--- src/rtl/mmc_spi_pkg.sv ---
// Shared definitions for the MMC/SD SPI master: register map, CTRL bit
// positions and the bit-engine state encoding.
package mmc_spi_pkg;

    localparam logic [1:0] REG_CTRL = 2'd0;
    localparam logic [1:0] REG_DATA = 2'd1;
    localparam logic [1:0] REG_DIV  = 2'd2;

    localparam int CTRL_NCS_BIT   = 0;
    localparam int CTRL_DONE_BIT  = 2;
    localparam int CTRL_BUSY_BIT  = 8;
    localparam int CTRL_CD_BIT    = 9;
    localparam int CTRL_WP_BIT    = 10;
    localparam int CTRL_IRQEN_BIT = 15;

    typedef enum logic [1:0] {
        ST_IDLE = 2'd0,
        ST_LOW  = 2'd1,
        ST_HIGH = 2'd2
    } spi_state_t;

endpackage

--- src/rtl/mmc_spi_master_sync2.sv ---
// Generic two-flop synchroniser for slow asynchronous status pins.
module mmc_sync2 (
    input  logic clk,
    input  logic rst,
    input  logic d,
    output logic q
);

    logic meta;

    // Two back-to-back flops give the first stage a full cycle to settle.
    always_ff @(posedge clk) begin
        if (rst) begin
            meta <= 1'b0;
            q    <= 1'b0;
        end else begin
            meta <= d;
            q    <= meta;
        end
    end

endmodule

--- src/rtl/mmc_spi_master.sv ---
// Avalon-MM SPI master for the MMC/SD socket: byte-wide mode 0 transfers at a
// programmable SCK rate, card-detect / write-protect status and a done IRQ.
module mmc_spi_master
    import mmc_spi_pkg::*;
#(
    parameter int unsigned DEFAULT_DIV = 124
) (
    input  logic        csi_global_clock,
    input  logic        csi_global_reset,
    input  logic [1:0]  avs_address,
    input  logic        avs_read,
    output logic [31:0] avs_readdata,
    input  logic        avs_write,
    input  logic [31:0] avs_writedata,
    output logic        ins_irq,
    output logic        mmc_nCS,
    output logic        mmc_SCK,
    output logic        mmc_SDO,
    input  logic        mmc_SDI,
    input  logic        mmc_CD,
    input  logic        mmc_WP
);

    localparam logic [7:0] DIV_RESET = 8'(DEFAULT_DIV);

    spi_state_t state;
    spi_state_t next_state;

    logic [7:0] div_reg;
    logic [7:0] active_div;
    logic [7:0] half_cnt;
    logic [2:0] bit_cnt;
    logic [7:0] tx_shift;
    logic [7:0] rx_shift;
    logic [7:0] rx_data;
    logic       done;
    logic       irqen;
    logic       cd_sync;
    logic       wp_sync;

    logic       busy;
    logic       cnt_zero;
    logic       wr_ctrl;
    logic       wr_data;
    logic       wr_div;
    logic       start_xfer;
    logic       sck_rise;
    logic       sck_fall;
    logic       last_fall;
    logic       unused_wdata;

    assign busy         = (state != ST_IDLE);
    assign cnt_zero     = (half_cnt == 8'd0);
    assign wr_ctrl      = avs_write && (avs_address == REG_CTRL);
    assign wr_data      = avs_write && (avs_address == REG_DATA);
    assign wr_div       = avs_write && (avs_address == REG_DIV);
    assign unused_wdata = ^{avs_writedata[31:16], avs_writedata[14:8]};

    mmc_sync2 u_sync_cd (
        .clk (csi_global_clock),
        .rst (csi_global_reset),
        .d   (mmc_CD),
        .q   (cd_sync)
    );

    mmc_sync2 u_sync_wp (
        .clk (csi_global_clock),
        .rst (csi_global_reset),
        .d   (mmc_WP),
        .q   (wp_sync)
    );

    // Bit-engine state register.
    always_ff @(posedge csi_global_clock) begin
        if (csi_global_reset) begin
            state <= ST_IDLE;
        end else begin
            state <= next_state;
        end
    end

    // Next state: each half period ends when the counter reaches zero.
    always_comb begin
        next_state = state;
        case (state)
            ST_IDLE: if (wr_data)  next_state = ST_LOW;
            ST_LOW:  if (cnt_zero) next_state = ST_HIGH;
            ST_HIGH: if (cnt_zero) next_state = (bit_cnt == 3'd7) ? ST_IDLE : ST_LOW;
            default: next_state = ST_IDLE;
        endcase
    end

    // Per-cycle events decoded from the state for the datapath registers.
    always_comb begin
        start_xfer = 1'b0;
        sck_rise   = 1'b0;
        sck_fall   = 1'b0;
        last_fall  = 1'b0;
        case (state)
            ST_IDLE: start_xfer = wr_data;
            ST_LOW:  sck_rise   = cnt_zero;
            ST_HIGH: begin
                sck_fall  = cnt_zero;
                last_fall = cnt_zero && (bit_cnt == 3'd7);
            end
            default: ;
        endcase
    end

    // Shift registers, half-period counter and the registered SCK/SDO pins.
    always_ff @(posedge csi_global_clock) begin
        if (csi_global_reset) begin
            half_cnt   <= 8'd0;
            active_div <= DIV_RESET;
            bit_cnt    <= 3'd0;
            tx_shift   <= 8'd0;
            rx_shift   <= 8'd0;
            rx_data    <= 8'd0;
            mmc_SCK    <= 1'b0;
            mmc_SDO    <= 1'b1;
        end else if (start_xfer) begin
            tx_shift   <= avs_writedata[7:0];
            mmc_SDO    <= avs_writedata[7];
            half_cnt   <= div_reg;
            active_div <= div_reg;
            bit_cnt    <= 3'd0;
        end else if (sck_rise) begin
            mmc_SCK  <= 1'b1;
            rx_shift <= {rx_shift[6:0], mmc_SDI};
            half_cnt <= active_div;
        end else if (sck_fall) begin
            mmc_SCK <= 1'b0;
            if (last_fall) begin
                rx_data <= rx_shift;
                mmc_SDO <= 1'b1;
            end else begin
                bit_cnt  <= bit_cnt + 3'd1;
                tx_shift <= {tx_shift[6:0], 1'b0};
                mmc_SDO  <= tx_shift[6];
                half_cnt <= active_div;
            end
        end else if (busy) begin
            half_cnt <= half_cnt - 8'd1;
        end
    end

    // Software-visible control registers; chip select and divider are frozen while busy.
    always_ff @(posedge csi_global_clock) begin
        if (csi_global_reset) begin
            mmc_nCS <= 1'b1;
            irqen   <= 1'b0;
            done    <= 1'b0;
            div_reg <= DIV_RESET;
            ins_irq <= 1'b0;
        end else begin
            if (wr_ctrl) begin
                irqen <= avs_writedata[CTRL_IRQEN_BIT];
                if (!busy) begin
                    mmc_nCS <= avs_writedata[CTRL_NCS_BIT];
                end
            end
            if (last_fall) begin
                done <= 1'b1;
            end else if (start_xfer) begin
                done <= 1'b0;
            end else if (wr_ctrl && avs_writedata[CTRL_DONE_BIT]) begin
                done <= 1'b0;
            end
            if (wr_div && !busy) begin
                div_reg <= avs_writedata[7:0];
            end
            ins_irq <= done && irqen;
        end
    end

    // Zero-wait read mux; the bus sees zero whenever it is not reading.
    always_comb begin
        avs_readdata = 32'd0;
        if (avs_read) begin
            case (avs_address)
                REG_CTRL: begin
                    avs_readdata[CTRL_NCS_BIT]   = mmc_nCS;
                    avs_readdata[CTRL_DONE_BIT]  = done;
                    avs_readdata[CTRL_BUSY_BIT]  = busy;
                    avs_readdata[CTRL_CD_BIT]    = cd_sync;
                    avs_readdata[CTRL_WP_BIT]    = wp_sync;
                    avs_readdata[CTRL_IRQEN_BIT] = irqen;
                end
                REG_DATA: avs_readdata = {24'd0, rx_data};
                REG_DIV:  avs_readdata = {24'd0, div_reg};
                default:  avs_readdata = 32'd0;
            endcase
        end
    end

endmodule
--- config.mk ---
export PLATFORM = sky130hd
export DESIGN_NAME = mmc_spi_master
export DESIGN_NICKNAME = d
export VERILOG_FILES = /design/src/rtl/mmc_spi_pkg.sv /design/src/rtl/mmc_spi_master_sync2.sv /design/src/rtl/mmc_spi_master.sv
export SDC_FILE = /design/constraint.sdc
export NUM_CORES = 1
export LEC_CHECK = 0
export ABC_AREA = 1
export CAP_MARGIN = 5
export CORE_ASPECT_RATIO = 0.6
export CORE_MARGIN = 10
export CORE_UTILIZATION = 25
export DETAILED_ROUTE_END_ITERATION = 16
export PLACE_DENSITY = 0.55
export SYNTH_ARGS = -nofsm -noshare
export SYNTH_HDL_FRONTEND = slang
export SYNTH_HIERARCHICAL = 1
export SYNTH_SLANG_ARGS = --single-unit
export TNS_END_PERCENT = 100
--- constraint.sdc ---
create_clock -name csi_global_clock -period 2.55 [get_ports csi_global_clock]
set_input_delay 0.51 -clock csi_global_clock [delete_from_list [all_inputs] [get_ports csi_global_clock]]
set_output_delay 0.51 -clock csi_global_clock [all_outputs]
set_load 0.01 [all_outputs]
==> results.txt <==
Share of cells above drive strength 1 = 0.1143
Initial core utilization = 0.2585
Crit end category = output pin
Sequential Area = 1241 um2
DIE WIDTH = 165.1 um
Mapped cell area = 3158 um2
# rows = 31
Remaining Overflow, GRT = 0
CTS sink cnt = 62
P per Cell Area = 766.5 nW/um2
CP peak stage delay = 0.54 ns
FMAX = 402.9 MHz
Final min period = 2.482 ns
Multi-input gate area = 1541 um2
Setup CP Type = input port to output pin
WP data arrival = 1.97 ns
Layout area overhead = 25.99%
Routed vias = 2,712
Vias per cell = 4.198
Post-DP HPWL = 6.418 mm
Crit-path max FO = 5
Die height = 107.1 um
Most common cell after layout, fill and taps aside = nand2_1
Flop pwr share = 0.358
Wire per inst = 13.01 um
DR WL met3 = 589 um
Reg clk slew, reported paths = 0.05 ns
CTS tree = done
Clock Path Buffers = 2
I/O pin cnt = 77
Cell internal pwr = 2.166 mW
Met2 wire len = 3.248 mm
Hold path depth = 2
Worst Reg2Reg Path Length in Cells = 8
Post-Place Cells = 630
Switch share = 0.2897
Hold Fails Final Rpt = 0
Final worst path period share = 0.9733
Layout Cells excl Fill = 646
Latest clock arrival within the worst-skew pair = 0.33 ns
Register area share after synthesis = 0.3930
N_diodes = 0
Number of synthesized register bits = 62
Remaining antenna violation count = 0
Critical path, cell by cell = clkdlybuf4s50_1 > inv_2 > ha_4 > nand2_2 > nor2_1 > clkdlybuf4s50_1
Nets@finish = 525
Yosys top cell by area = dfxtp_1
Antenna violations before repair = 0
Total GRT Usage = 0.09827
Final Worst Setup Slack = 0.06802 ns
Placer Congestion = 0.8258
Fin Clk Skew = 0.006940 ns
EDFF count, synth = 0
Num CTS Buffers = 9
Top sig layer = met4
Global-route wire length before repair = 13.57 mm
Syn_area_per_cell = 7.260 um2
# setup viols final = 0
DR iter-0 viols = 280
Crit-path most repeated cell = clkdlybuf4s50_1
Critical Path Slowest Stage Cell = clkdlybuf4s50_1
Most frequent cells in the layout = nand2_1 (89), dfxtp_1 (62), inv_1 (54)
Final Slew Violations = 0
# Max-Cap Violations = 0
Type of origin of the critical path = input port
Peak VDD IR = 0.3092 mV
Total Wirelength = 8.407 mm
P_sw = 0.8834 mW
DR DRC count = 0
Setup slack at placement = -0.2929 ns
Buffers on Ports = 33
Cell variety after synth = 34
Data required, critical path = 2.04 ns
Drt first pass iters = 4
Clock Tree Root = clkbuf_16
H-tree Lvls = 3
Vias in the first global route = 2,585
Synth top area share = 0.3930
Post-synth ARST share = 0
Post-Route M1 WL = 4.518 mm
Die area = 17,680 um2
Status = finished clean
Synth Instances = 435
Ys Warns = 6
Combinational fraction of design power = 0.216
Worst Hold Class = flip-flop to flip-flop
Ys flop type = dfxtp_1
Core footprint = 12,220 um2
P_leak = 1.849 nW
Clock group share of total power = 0.426
Largest net degree at the start of global routing = 24
Main area contributors after synthesis = dfxtp_1 (39%), nand2_1 (11%), inv_1 (6.7%)
Fill count = 1,295
[final timing paths]
check	start	end	slack (ns)
max	avs_address[1]	avs_readdata[9]	0.07
min	u_sync_cd/meta	u_sync_cd/q	0.40
max reg2reg	half_cnt[0]	rx_shift[0]	0.69
min reg2reg	u_sync_cd/meta	u_sync_cd/q	0.40
[metrics by stage]
step	utilization	instance area, um2	TNS [ns]	hold slack, ns	total power [mW]
after floorplan	-	3229	0	0.3883	1.606
after global placement	0.2986	3649	-2.394	0.3932	1.755
after detailed placement	0.2986	3649	-2.680	0.3957	1.759
after CTS	0.3250	3971	-0.06301	0.4023	3.075
after global routing	0.3257	3979	-0.0001243	0.4086	3.220
final	0.3257	3979	0	0.4007	3.050
[critical path: cells and delay by family]
| kind | cells | cell delay (ns) |
|---|---|---|
| fa+ha+maj | 1 | 0.16 |
| simple gates | 2 | 0.19 |
| buf+inv | 3 | 1.12 |
[routing by layer]
| metal | vias up | GRT usage |
|---|---|---|
| li1 | 1420 | - |
| met1 | 1226 | 0.1447 |
| met5 | - | 0 |
| met4 | 0 | 0.03023 |
| met2 | 62 | 0.1264 |
| met3 | 4 | 0.03629 |
[power by group through the flow]
| stage | logic (mW) | clock network (mW) | registers, mW |
|---|---|---|---|
| floorplan | 0.506 | 0 | 1.10 |
| global placement | 0.645 | 0 | 1.11 |
| CTS | 0.657 | 1.33 | 1.09 |
| detailed placement | 0.649 | 0 | 1.11 |
| global route | 0.740 | 1.38 | 1.10 |
| finish | 0.659 | 1.30 | 1.09 |
[cell families (layout without fill, tap and decap cells)]
kind of cell	after synthesis	in the layout	synth area share
buf+inv	94	121	0.1478
flops	62	62	0.3930
fa+ha+maj	8	8	0.03170
simple gates	185	185	0.2785
other cells	1	20	0.001187
xor+xnor	3	3	0.008322
compound gates	82	82	0.1395
[what timing repair did]
item | in CTS | in global routing
setup buffers | 0 | 0
resized for setup | 13 | 10
hold buffers | 0 | 0
hold endpoints to repair | 0 | 0
setup endpoints to repair | 12 | 10
[cells in the mapped netlist, types with 2 or more instances]
| cell type | instances |
|---|---|
| a211oi_1 | 2 |
| nand2_4 | 2 |
| buf_4 | 22 |
| clkbuf_1 | 7 |
| inv_1 | 56 |
| a21oi_1 | 31 |
| o21ai_1 | 2 |
| o21ai_0 | 36 |
| nor2_4 | 2 |
| nand2_1 | 91 |
| buf_2 | 3 |
| nand3_2 | 4 |
| dfxtp_1 | 62 |
| inv_2 | 2 |
| o211ai_1 | 8 |
| nand3_1 | 24 |
| o22ai_1 | 2 |
| nor2_8 | 2 |
| buf_6 | 3 |
| nor2_1 | 49 |
| ha_1 | 8 |
| xor2_1 | 2 |
| nand2_2 | 4 |
[area by class of cell]
type / instances / area share
multi-input combinational: 298 / 0.3874
sequential: 62 / 0.3119
timing repair buffer: 46 / 0.1123
clock buffer: 12 / 0.06195
inverter: 59 / 0.05692
tap: 165 / 0.05189
clock inverter: 4 / 0.01761
(Power assumes the default switching activity.)
